--- src/rtl/ps2_move_decoder_if.sv ---
// Bundles the PS/2 line inputs and the decoded outputs of ps2_move_decoder.
//   ps2_clock   raw PS/2 clock from the keyboard (asynchronous to the system clock)
//   ps2_data    raw PS/2 data (asynchronous to the system clock)
//   move1       player-1 direction, {30'b0, dir}
//   move2       player-2 direction, {30'b0, dir}
//   key_valid   one-cycle pulse per completed make code
//   scan_code   last completed make code, held between pulses
//   frame_error one-cycle pulse on parity, stop-bit or timeout error
// master: keyboard/consumer side. slave: the decoder.
interface ps2_move_decoder_if;
    logic        ps2_clock;
    logic        ps2_data;
    logic [31:0] move1;
    logic [31:0] move2;
    logic        key_valid;
    logic [7:0]  scan_code;
    logic        frame_error;

    modport master (
        output ps2_clock,
        output ps2_data,
        input  move1,
        input  move2,
        input  key_valid,
        input  scan_code,
        input  frame_error
    );

    modport slave (
        input  ps2_clock,
        input  ps2_data,
        output move1,
        output move2,
        output key_valid,
        output scan_code,
        output frame_error
    );
endinterface

--- src/rtl/ps2_move_decoder.sv ---
// PS/2 keyboard receiver that turns key presses into per-player movement words.
// Player 1 steers with the arrow keys (E0-prefixed), player 2 with W/A/S/D.
// Direction encoding: 0=up, 1=right, 2=down, 3=left. A turn straight back onto
// the current heading is dropped.
// Ports:
//   clock  system clock
//   reset  asynchronous, active-high reset
//   ps2    slave side of ps2_move_decoder_if (raw PS/2 lines in, decoded results out)
module ps2_move_decoder #(
    parameter int unsigned TIMEOUT_CYCLES = 50000,
    parameter int unsigned SYNC_STAGES    = 2
) (
    input  logic                clock,
    input  logic                reset,
    ps2_move_decoder_if.slave   ps2
);

    localparam int unsigned Stages = (SYNC_STAGES < 2) ? 2 : SYNC_STAGES;
    localparam int unsigned TmoW   = (TIMEOUT_CYCLES > 2) ? $clog2(TIMEOUT_CYCLES) : 1;
    localparam logic [TmoW-1:0] TmoLast = TmoW'(TIMEOUT_CYCLES - 1);

    typedef enum logic [1:0] {StIdle, StData, StParity, StStop} state_e;

    // ------------------------------------------------------------------
    // Input synchronisation and falling-edge detect
    // ------------------------------------------------------------------
    logic [Stages-1:0] clk_sync_q;
    logic [Stages-1:0] dat_sync_q;
    logic              clk_prev_q;
    logic              fe_q;
    logic              dat_q;   // synced data captured alongside fe_q

    logic clk_cur;
    logic dat_cur;
    assign clk_cur = clk_sync_q[Stages-1];
    assign dat_cur = dat_sync_q[Stages-1];

    always_ff @(posedge clock or posedge reset) begin
        if (reset) begin
            // Lines idle high, so reset to 1 to avoid a false edge after reset
            clk_sync_q <= '1;
            dat_sync_q <= '1;
            clk_prev_q <= 1'b1;
            fe_q       <= 1'b0;
            dat_q      <= 1'b1;
        end else begin
            clk_sync_q <= {clk_sync_q[Stages-2:0], ps2.ps2_clock};
            dat_sync_q <= {dat_sync_q[Stages-2:0], ps2.ps2_data};
            clk_prev_q <= clk_cur;
            fe_q       <= clk_prev_q & ~clk_cur;
            dat_q      <= dat_cur;
        end
    end

    // ------------------------------------------------------------------
    // Frame FSM: start, 8 data bits LSB first, odd parity, stop
    // ------------------------------------------------------------------
    state_e          state_q;
    logic [2:0]      bit_cnt_q;
    logic [7:0]      shift_q;
    logic            parity_q;
    logic [TmoW-1:0] tmo_cnt_q;
    logic            byte_strobe_q;
    logic [7:0]      byte_q;
    logic            frame_error_q;

    always_ff @(posedge clock or posedge reset) begin
        if (reset) begin
            state_q       <= StIdle;
            bit_cnt_q     <= 3'd0;
            shift_q       <= 8'h00;
            parity_q      <= 1'b0;
            tmo_cnt_q     <= '0;
            byte_strobe_q <= 1'b0;
            byte_q        <= 8'h00;
            frame_error_q <= 1'b0;
        end else begin
            byte_strobe_q <= 1'b0;
            frame_error_q <= 1'b0;
            // An edge takes priority over a timeout landing in the same cycle
            if (fe_q) begin
                tmo_cnt_q <= '0;
                unique case (state_q)
                    StIdle: begin
                        if (!dat_q) begin
                            state_q   <= StData;
                            bit_cnt_q <= 3'd0;
                        end
                    end
                    StData: begin
                        shift_q <= {dat_q, shift_q[7:1]};
                        if (bit_cnt_q == 3'd7) begin
                            state_q <= StParity;
                        end else begin
                            bit_cnt_q <= bit_cnt_q + 3'd1;
                        end
                    end
                    StParity: begin
                        parity_q <= dat_q;
                        state_q  <= StStop;
                    end
                    StStop: begin
                        state_q <= StIdle;
                        if (dat_q && (^{shift_q, parity_q})) begin
                            byte_strobe_q <= 1'b1;
                            byte_q        <= shift_q;
                        end else begin
                            frame_error_q <= 1'b1;
                        end
                    end
                    default: state_q <= StIdle;
                endcase
            end else if (state_q == StIdle) begin
                tmo_cnt_q <= '0;
            end else if (tmo_cnt_q == TmoLast) begin
                state_q       <= StIdle;
                frame_error_q <= 1'b1;
                tmo_cnt_q     <= '0;
            end else begin
                tmo_cnt_q <= tmo_cnt_q + 1'b1;
            end
        end
    end

    // ------------------------------------------------------------------
    // Byte interpreter: break/extended prefixes, make-code lookup
    // ------------------------------------------------------------------
    logic       brk_q, brk_d;
    logic       ext_q, ext_d;
    logic       key_valid_q, key_valid_d;
    logic [7:0] scan_code_q, scan_code_d;
    logic [1:0] dir1_q, dir1_d;
    logic [1:0] dir2_q, dir2_d;

    logic       map_hit;
    logic [1:0] map_dir;

    // ext selects the arrow-key table (player 1), otherwise WASD (player 2)
    always_comb begin
        map_hit = 1'b1;
        map_dir = 2'd0;
        if (ext_q) begin
            unique case (byte_q)
                8'h75:   map_dir = 2'd0;
                8'h74:   map_dir = 2'd1;
                8'h72:   map_dir = 2'd2;
                8'h6B:   map_dir = 2'd3;
                default: map_hit = 1'b0;
            endcase
        end else begin
            unique case (byte_q)
                8'h1D:   map_dir = 2'd0;
                8'h23:   map_dir = 2'd1;
                8'h1B:   map_dir = 2'd2;
                8'h1C:   map_dir = 2'd3;
                default: map_hit = 1'b0;
            endcase
        end
    end

    always_comb begin
        brk_d       = brk_q;
        ext_d       = ext_q;
        key_valid_d = 1'b0;
        scan_code_d = scan_code_q;
        dir1_d      = dir1_q;
        dir2_d      = dir2_q;
        if (byte_strobe_q) begin
            if (byte_q == 8'hF0) begin
                brk_d = 1'b1;
            end else if (byte_q == 8'hE0) begin
                ext_d = 1'b1;
            end else begin
                brk_d = 1'b0;
                ext_d = 1'b0;
                if (!brk_q) begin
                    key_valid_d = 1'b1;
                    scan_code_d = byte_q;
                    // Reversal reject: opposite heading is dir XOR 2
                    if (map_hit && ext_q && (map_dir != (dir1_q ^ 2'd2))) begin
                        dir1_d = map_dir;
                    end
                    if (map_hit && !ext_q && (map_dir != (dir2_q ^ 2'd2))) begin
                        dir2_d = map_dir;
                    end
                end
            end
        end
    end

    always_ff @(posedge clock or posedge reset) begin
        if (reset) begin
            brk_q       <= 1'b0;
            ext_q       <= 1'b0;
            key_valid_q <= 1'b0;
            scan_code_q <= 8'h00;
            dir1_q      <= 2'd1;
            dir2_q      <= 2'd3;
        end else begin
            brk_q       <= brk_d;
            ext_q       <= ext_d;
            key_valid_q <= key_valid_d;
            scan_code_q <= scan_code_d;
            dir1_q      <= dir1_d;
            dir2_q      <= dir2_d;
        end
    end

    assign ps2.move1       = {30'b0, dir1_q};
    assign ps2.move2       = {30'b0, dir2_q};
    assign ps2.key_valid   = key_valid_q;
    assign ps2.scan_code   = scan_code_q;
    assign ps2.frame_error = frame_error_q;

endmodule

--- src/flat_wrapper.sv ---
// flat-port wrapper written by rule: the top's interface ports become plain ports
module ps2_move_decoder_flat 
#(
    parameter int unsigned TIMEOUT_CYCLES = 50000,
    parameter int unsigned SYNC_STAGES    = 2
)
  (clock, reset, ps2_ps2_clock, ps2_ps2_data, ps2_move1, ps2_move2, ps2_key_valid, ps2_scan_code, ps2_frame_error);
  ps2_move_decoder_if ps2_i ();
  input  logic clock;
  input  logic reset;
  input wire logic [$bits(ps2_i.ps2_clock)-1:0] ps2_ps2_clock;
  input wire logic [$bits(ps2_i.ps2_data)-1:0] ps2_ps2_data;
  output wire logic [$bits(ps2_i.move1)-1:0] ps2_move1;
  output wire logic [$bits(ps2_i.move2)-1:0] ps2_move2;
  output wire logic [$bits(ps2_i.key_valid)-1:0] ps2_key_valid;
  output wire logic [$bits(ps2_i.scan_code)-1:0] ps2_scan_code;
  output wire logic [$bits(ps2_i.frame_error)-1:0] ps2_frame_error;
  assign ps2_i.ps2_clock = ps2_ps2_clock;
  assign ps2_i.ps2_data = ps2_ps2_data;
  assign ps2_move1 = ps2_i.move1;
  assign ps2_move2 = ps2_i.move2;
  assign ps2_key_valid = ps2_i.key_valid;
  assign ps2_scan_code = ps2_i.scan_code;
  assign ps2_frame_error = ps2_i.frame_error;
  ps2_move_decoder #(.TIMEOUT_CYCLES(TIMEOUT_CYCLES), .SYNC_STAGES(SYNC_STAGES)) u_core (.clock(clock), .reset(reset), .ps2(ps2_i));
endmodule
--- config.mk ---
export PLATFORM = sky130hd
export DESIGN_NAME = ps2_move_decoder_flat
export DESIGN_NICKNAME = d
export VERILOG_FILES = /design/src/rtl/ps2_move_decoder_if.sv /design/src/rtl/ps2_move_decoder.sv /design/src/flat_wrapper.sv
export SDC_FILE = /design/constraint.sdc
export NUM_CORES = 1
export LEC_CHECK = 0
export BUFFER_PORTS_ARGS = -buffer_cell sky130_fd_sc_hd__buf_2
export CAP_MARGIN = 40
export CORE_AREA = 8 8 105 107
export DETAILED_ROUTE_END_ITERATION = 8
export DIE_AREA = 0 0 113 115
export GPL_TIMING_DRIVEN = 0
export PLACE_DENSITY = 0.55
export SETUP_SLACK_MARGIN = 0.05
export SLEW_MARGIN = 25
export SYNTH_ARGS = -nofsm -noshare
export SYNTH_HDL_FRONTEND = slang
export SYNTH_SLANG_ARGS = --single-unit
export TNS_END_PERCENT = 10
--- constraint.sdc ---
create_clock -name clock -period 2.3 [get_ports clock]
set_input_delay 0.345 -clock clock [delete_from_list [all_inputs] [get_ports clock]]
set_output_delay 0.345 -clock clock [all_outputs]
set_load 0.05 [all_outputs]
-- Word level (Yosys, flattened, before mapping)
Index checks and enable logic that the tools add are counted.
- flip-flop bits (word level): 62
- bits of input ports: 4
- output and inout bits: 74
- logic and storage cells: 105
- add/subtract/negate cells: 2
- equal/unequal tests: 22
- mux-type cells: 33
- bitwise logic cells: 7
- reductions and logical operators: 22
- operators with widths (kind ; number):
    16-bit two-way mux ; 3
    8-bit by 7-bit == test with 1-bit output (second input constant) ; 4
    8-bit by 5-bit == test with 1-bit output (second input constant) ; 3
    1-bit two-way mux ; 18
    16-bit by 1-bit adder with 16-bit output (second input constant) ; 1
    16-bit == test (second input constant) ; 1
    8-bit == test (second input constant) ; 2
    2-bit two-way mux ; 6
    2-bit one-hot mux with 3 select lines ; 2
    4-bit AND reduction ; 3
    5-bit AND reduction ; 2
    9-bit parity ; 1
    8-bit by 6-bit == test with 1-bit output (second input constant) ; 1
    2-bit one-hot mux with 4 select lines ; 1
    2-bit AND reduction ; 4
    4-bit OR reduction ; 2
    3-bit two-way mux ; 2
    1-bit inverter ; 6
    3-bit one-hot mux with 2 select lines ; 1
    1-bit logical AND ; 5
    2-bit == test (second input constant) ; 2
    2-bit by 1-bit != test with 1-bit output (second input constant) ; 2
    2-bit != test ; 2
    2-bit != test (second input constant) ; 2
    other kinds (9) ; 10

-- Longest topological paths before layout
- word-level depth: 7
- depth in mapped cells: 7
- mapped depth without buffers: 7

-- Worst setup path after synthesis
No wires, ideal clock.
- path kind: reg-to-reg
- from: reg u_core.shift_q[0]
- to: reg u_core.byte_q[0]
- library setup time: 0.125 ns
- arrival: 1.662 ns
- data required time: 2.175 ns
- slack: 0.514 ns
- stages on the path, launching flop included: 6
- buffers on the path: 0
- clock period less this slack: 1.786 ns
- path through: dfrtp_1 xnor2_1 xnor3_1 xnor2_2 nand4_4 mux2_2
- longest elaborated chain between the ends: 3
- ends and longest elaborated chain (element ; line ; RTL):
    start, declared ; ps2_move_decoder.sv:60 ; logic [7:0] shift_q;
    start signal, assigned ; ps2_move_decoder.sv:91 ; shift_q <= {dat_q, shift_q[7:1]};
    9-bit parity ; ps2_move_decoder.sv:104 ; if (dat_q && (^{shift_q, parity_q})) begin
    1-bit logical AND ; ps2_move_decoder.sv:104 ;
    3-bit AND reduction (no line) ; n/a ;
    end signal, assigned ; ps2_move_decoder.sv:106 ; byte_q <= shift_q;
    end, declared ; ps2_move_decoder.sv:64 ; logic [7:0] byte_q;
Parallel ways exist; a longest one is shown, timed or not.
A chain may end at the register's enable or synchronous reset.

-- Worst setup path after layout
- from: reg u_core.byte_q[0]
- to: reg u_core.dir1_q[1]
- longest elaborated chain between the ends: 7
- elaborated cells between the ends (all ways): 24
- classes of those cells: 11 x eq/ne; 6 x mux; 2 x bitwise; 5 x reduce/logical
- ends and longest elaborated chain (element ; line ; RTL):
    8-bit by 5-bit == test with 1-bit output (tied with other cells) ; ps2_move_decoder.sv:151 ; unique case (byte_q)
    4-bit OR reduction (no line) ; n/a ;
    1-bit two-way mux, on equally long branches ; ps2_move_decoder.sv:151, ps2_move_decoder.sv:143 ;
    1-bit two-way mux ; ps2_move_decoder.sv:142 ; if (ext_q) begin
    1-bit logical AND (2 in series) ; ps2_move_decoder.sv:180 ; if (map_hit && ext_q && (map_dir != (dir1_q ^ 2'd2))) begin
    5-bit AND reduction (no line) ; n/a ;
    end signal, assigned ; ps2_move_decoder.sv:204 ; dir1_q <= dir1_d;
    end, declared ; ps2_move_decoder.sv:132 ; logic [1:0] dir1_q, dir1_d;
Parallel ways exist; a longest one is shown, timed or not.

==> reports/results.txt <==
CTS Buf Count - 9
Die height - 115 um
Pwr Density - 997 nW/um^2
# setup viols final - 0
Buffers on Ports - 17
Initial core utilization - 35.7%
Global-route wire length before repair - 10200 um
Mapped Cells - 315
Crit path DAT - 2.26 ns
Maximum vdd drop - 0.427 mV
Setup crit end kind - flop
CTS tree - yes
Synthesized area per cell - 10.7 um^2
Number of global-route vias before repair - 2116
Tmin final - 1.99 ns
Initial drt markers - 60
Clk Latency, worst-skew pair - 0.33 ns
Dpl ws - 0.279 ns
Post-DR vias/cell - 4.27
Synth warnings - 0
Buf/Inv on CP - 1
Hold Path Class - primary input to flop
Drc violations - 0
Fin crit share - 86.6%
Least-Margin Pin Slew - 0.566 ns
Global route total overflow - 0
Final hold violation count - 0
Yosys reg bits - 62
Post-detail-place hpwl - 4500 um
CTS root buffer - clkbuf_8
Final Max Tran Viols - 0
Count leader, synth - buf_4
Peak Freq - 0.502 GHz
Area Overhead vs Synth - 21.7%
Most frequent cell on the critical path - mux2i_1
Netlist area before placement - 3370 um^2
Crit path max fanout - 10
Wirelength per Cell - 11.6 um
DIE WIDTH - 113 um
Commonest cells in the netlist - buf_4, dfrtp_1, mux2_2
Synth Flop Type - dfrtp_1
Final setup margin - 0.308 ns
CTS sink cnt - 62
RSZ-0062 raised after global routing - no
Top Family by Delay on Critical Path - simple AND/OR/NAND/NOR gates
Synth area leaders - dfrtp_1, buf_4, mux2_2
CP cell instances - clkbuf_1 -> or3b_2 -> o22a_1 -> a2bb2oi_1 -> mux2i_1 -> mux2i_1
Largest net degree at the start of global routing - 53
Slew headroom - 61.9%
RePlAce Congestion - 0.785
Netlist cell types - 48
DR pass1 iterations - 4
Clock Path Buffers - 2
Dominant cell type by area after synthesis - dfrtp_1
Lkg Pwr - 2.05 nW
Antenna fix cells - 0
DR vias - 2233
Initial antenna violation count - 0
Fraction of registers with async set/reset - 100%
CP Launch Type - flop
I/O pins - 78
Number of nets in the layout - 415
Max-cap violations - 0
Fin Hold WS - 0.110 ns
Post-route ant nets - 0
Clk slew on worst S/H paths - 0.08 ns
WP data required - 2.56 ns
Core ar. - 9460 um^2
Slowest stage delay, CP - 0.55 ns
Final wirelength - 6070 um
Die area - 13000 um^2
Status - complete, no violations
H-tree depth - 3
Slowest-stage cell, CP - or3b_2
Gr usage total - 9.64%
Top cell type's share of synthesized area - 39.3%
Number of synthesized flops with an enable pin - 0
Crit Path Class - flop to flop
Seq/Total Area, Yosys - 46.3%
Number of core rows - 36
Layout cells sized above 1 - 34.0%
Fin Clk Skew - 0.0123 ns
==> flip-flops by register name (all words and copies together), names as in the netlist <==
name                    cells
u_core.tmo_cnt_q           16
u_core.byte_q               8
u_core.ps2.scan_code        8
u_core.shift_q              8
u_core.bit_cnt_q            3
u_core.clk_sync_q           2
u_core.dat_sync_q           2
u_core.dir1_q               2
u_core.dir2_q               2
u_core.state_q              2
u_core.brk_q                1
u_core.byte_strobe_q        1
u_core.clk_prev_q           1
u_core.dat_q                1
u_core.ext_q                1
u_core.fe_q                 1
u_core.parity_q             1
u_core.ps2.frame_error      1
u_core.ps2.key_valid        1
==> path summary, 6_finish.rpt <==
check | startpoint | depth (start not counted) | end | slack [ns]
setup / recovery | u_core.byte_q[0]$_DFFE_PP0P_ | 6 | u_core.dir1_q[1]$_DFFE_PP0P_ | 0.31
hold reg to reg | u_core.dat_sync_q[0]$_DFF_PP1_ | 0 | u_core.dat_sync_q[1]$_DFF_PP1_ | 0.36
min in group asynchronous | reset | 3 | u_core.ps2.scan_code[0]$_DFFE_PP0P_ | 0.48
hold / removal | ps2_ps2_data | 1 | u_core.dat_sync_q[0]$_DFF_PP1_ | 0.11
max in group asynchronous | reset | 4 | u_core.clk_sync_q[0]$_DFF_PP1_ | 1.28
setup reg to reg | u_core.byte_q[0]$_DFFE_PP0P_ | 6 | u_core.dir1_q[1]$_DFFE_PP0P_ | 0.31
==> metal layers <==
| layer | track usage, % | part of all wire, % | vias to the layer above |
|---|---|---|---|
| met5 | 0 | 0 | - |
| met4 | 4.53 | 1.4 | 0 |
| met3 | 4.15 | 9.1 | 7 |
| met2 | 16.3 | 47 | 63 |
| met1 | 10.2 | 42 | 1028 |
| li1 | - | - | 1135 |
==> power breakdown <==
part	internal, W	total (W)	switching [W]
clock network	0.000669	0.00110	0.000433
registers	0.00132	0.00154	0.000220
logic	0.000612	0.00145	0.000841
==> through the flow <==
step	setup TNS [ns]	cell area, um^2	cells	utilization (%)	total power [W]
after CTS	0	4100	523	43.3	0.00414
after global routing	0	4110	523	43.4	0.00436
after detailed placement	0	3850	506	40.7	0.00301
after global placement	-21.82	3820	505	40.4	0.00298
final	0	4110	523	43.4	0.00409
after floorplan	0	3600	374	-	0.00276
==> timing repair <==
action | CTS | global route
setup buffers | 0 | 0
hold endpoints to repair | 7 | 0
endpoints found under the setup margin | 0 | 1
hold buffers | 1 | 0
resized for setup | 0 | 1
==> kinds of logic after synthesis <==
kind of cell    count (synthesis)  share of synthesized area [%]
compound gates                 35                           6.90
xor+xnor                       19                           5.56
fa+ha+maj                       7                           2.60
buf+inv                        83                           16.0
flops                          62                           46.3
mux                            31                           10.2
other cells                     1                          0.111
simple gates                   77                           12.3
==> layout by cell type (no fill, tap or decap), types with 3 or more instances in the layout <==
cell type | netlist | layout
a21oi_1 | 6 | 6
and3_1 | 3 | 3
buf_2 | 3 | 20
buf_4 | 60 | 60
clkbuf_1 | 3 | 3
clkbuf_8 | 0 | 11
conb_1 | 1 | 60
dfrtp_1 | 53 | 53
dfstp_2 | 9 | 9
ha_1 | 7 | 7
inv_1 | 17 | 16
mux2_2 | 26 | 26
mux2i_1 | 5 | 5
nand2_1 | 15 | 15
nand2b_1 | 4 | 4
nand3_1 | 4 | 4
nor2_1 | 23 | 23
nor3_1 | 8 | 8
o211ai_1 | 5 | 5
o21ai_0 | 10 | 10
or3_1 | 4 | 4
xnor2_1 | 14 | 14
xor2_1 | 3 | 3
==> final cells by class <==
cell class,count,area (um^2)
multi-input combinational,229,1500
buffer,66,477
clock inverter,5,81.3
inverter,17,66.3
clock buffer,11,151
fill,939,5350
sequential,62,1560
tap,114,143
timing repair buffer,19,123
No activity file was read; power rests on OpenSTA's default activity.
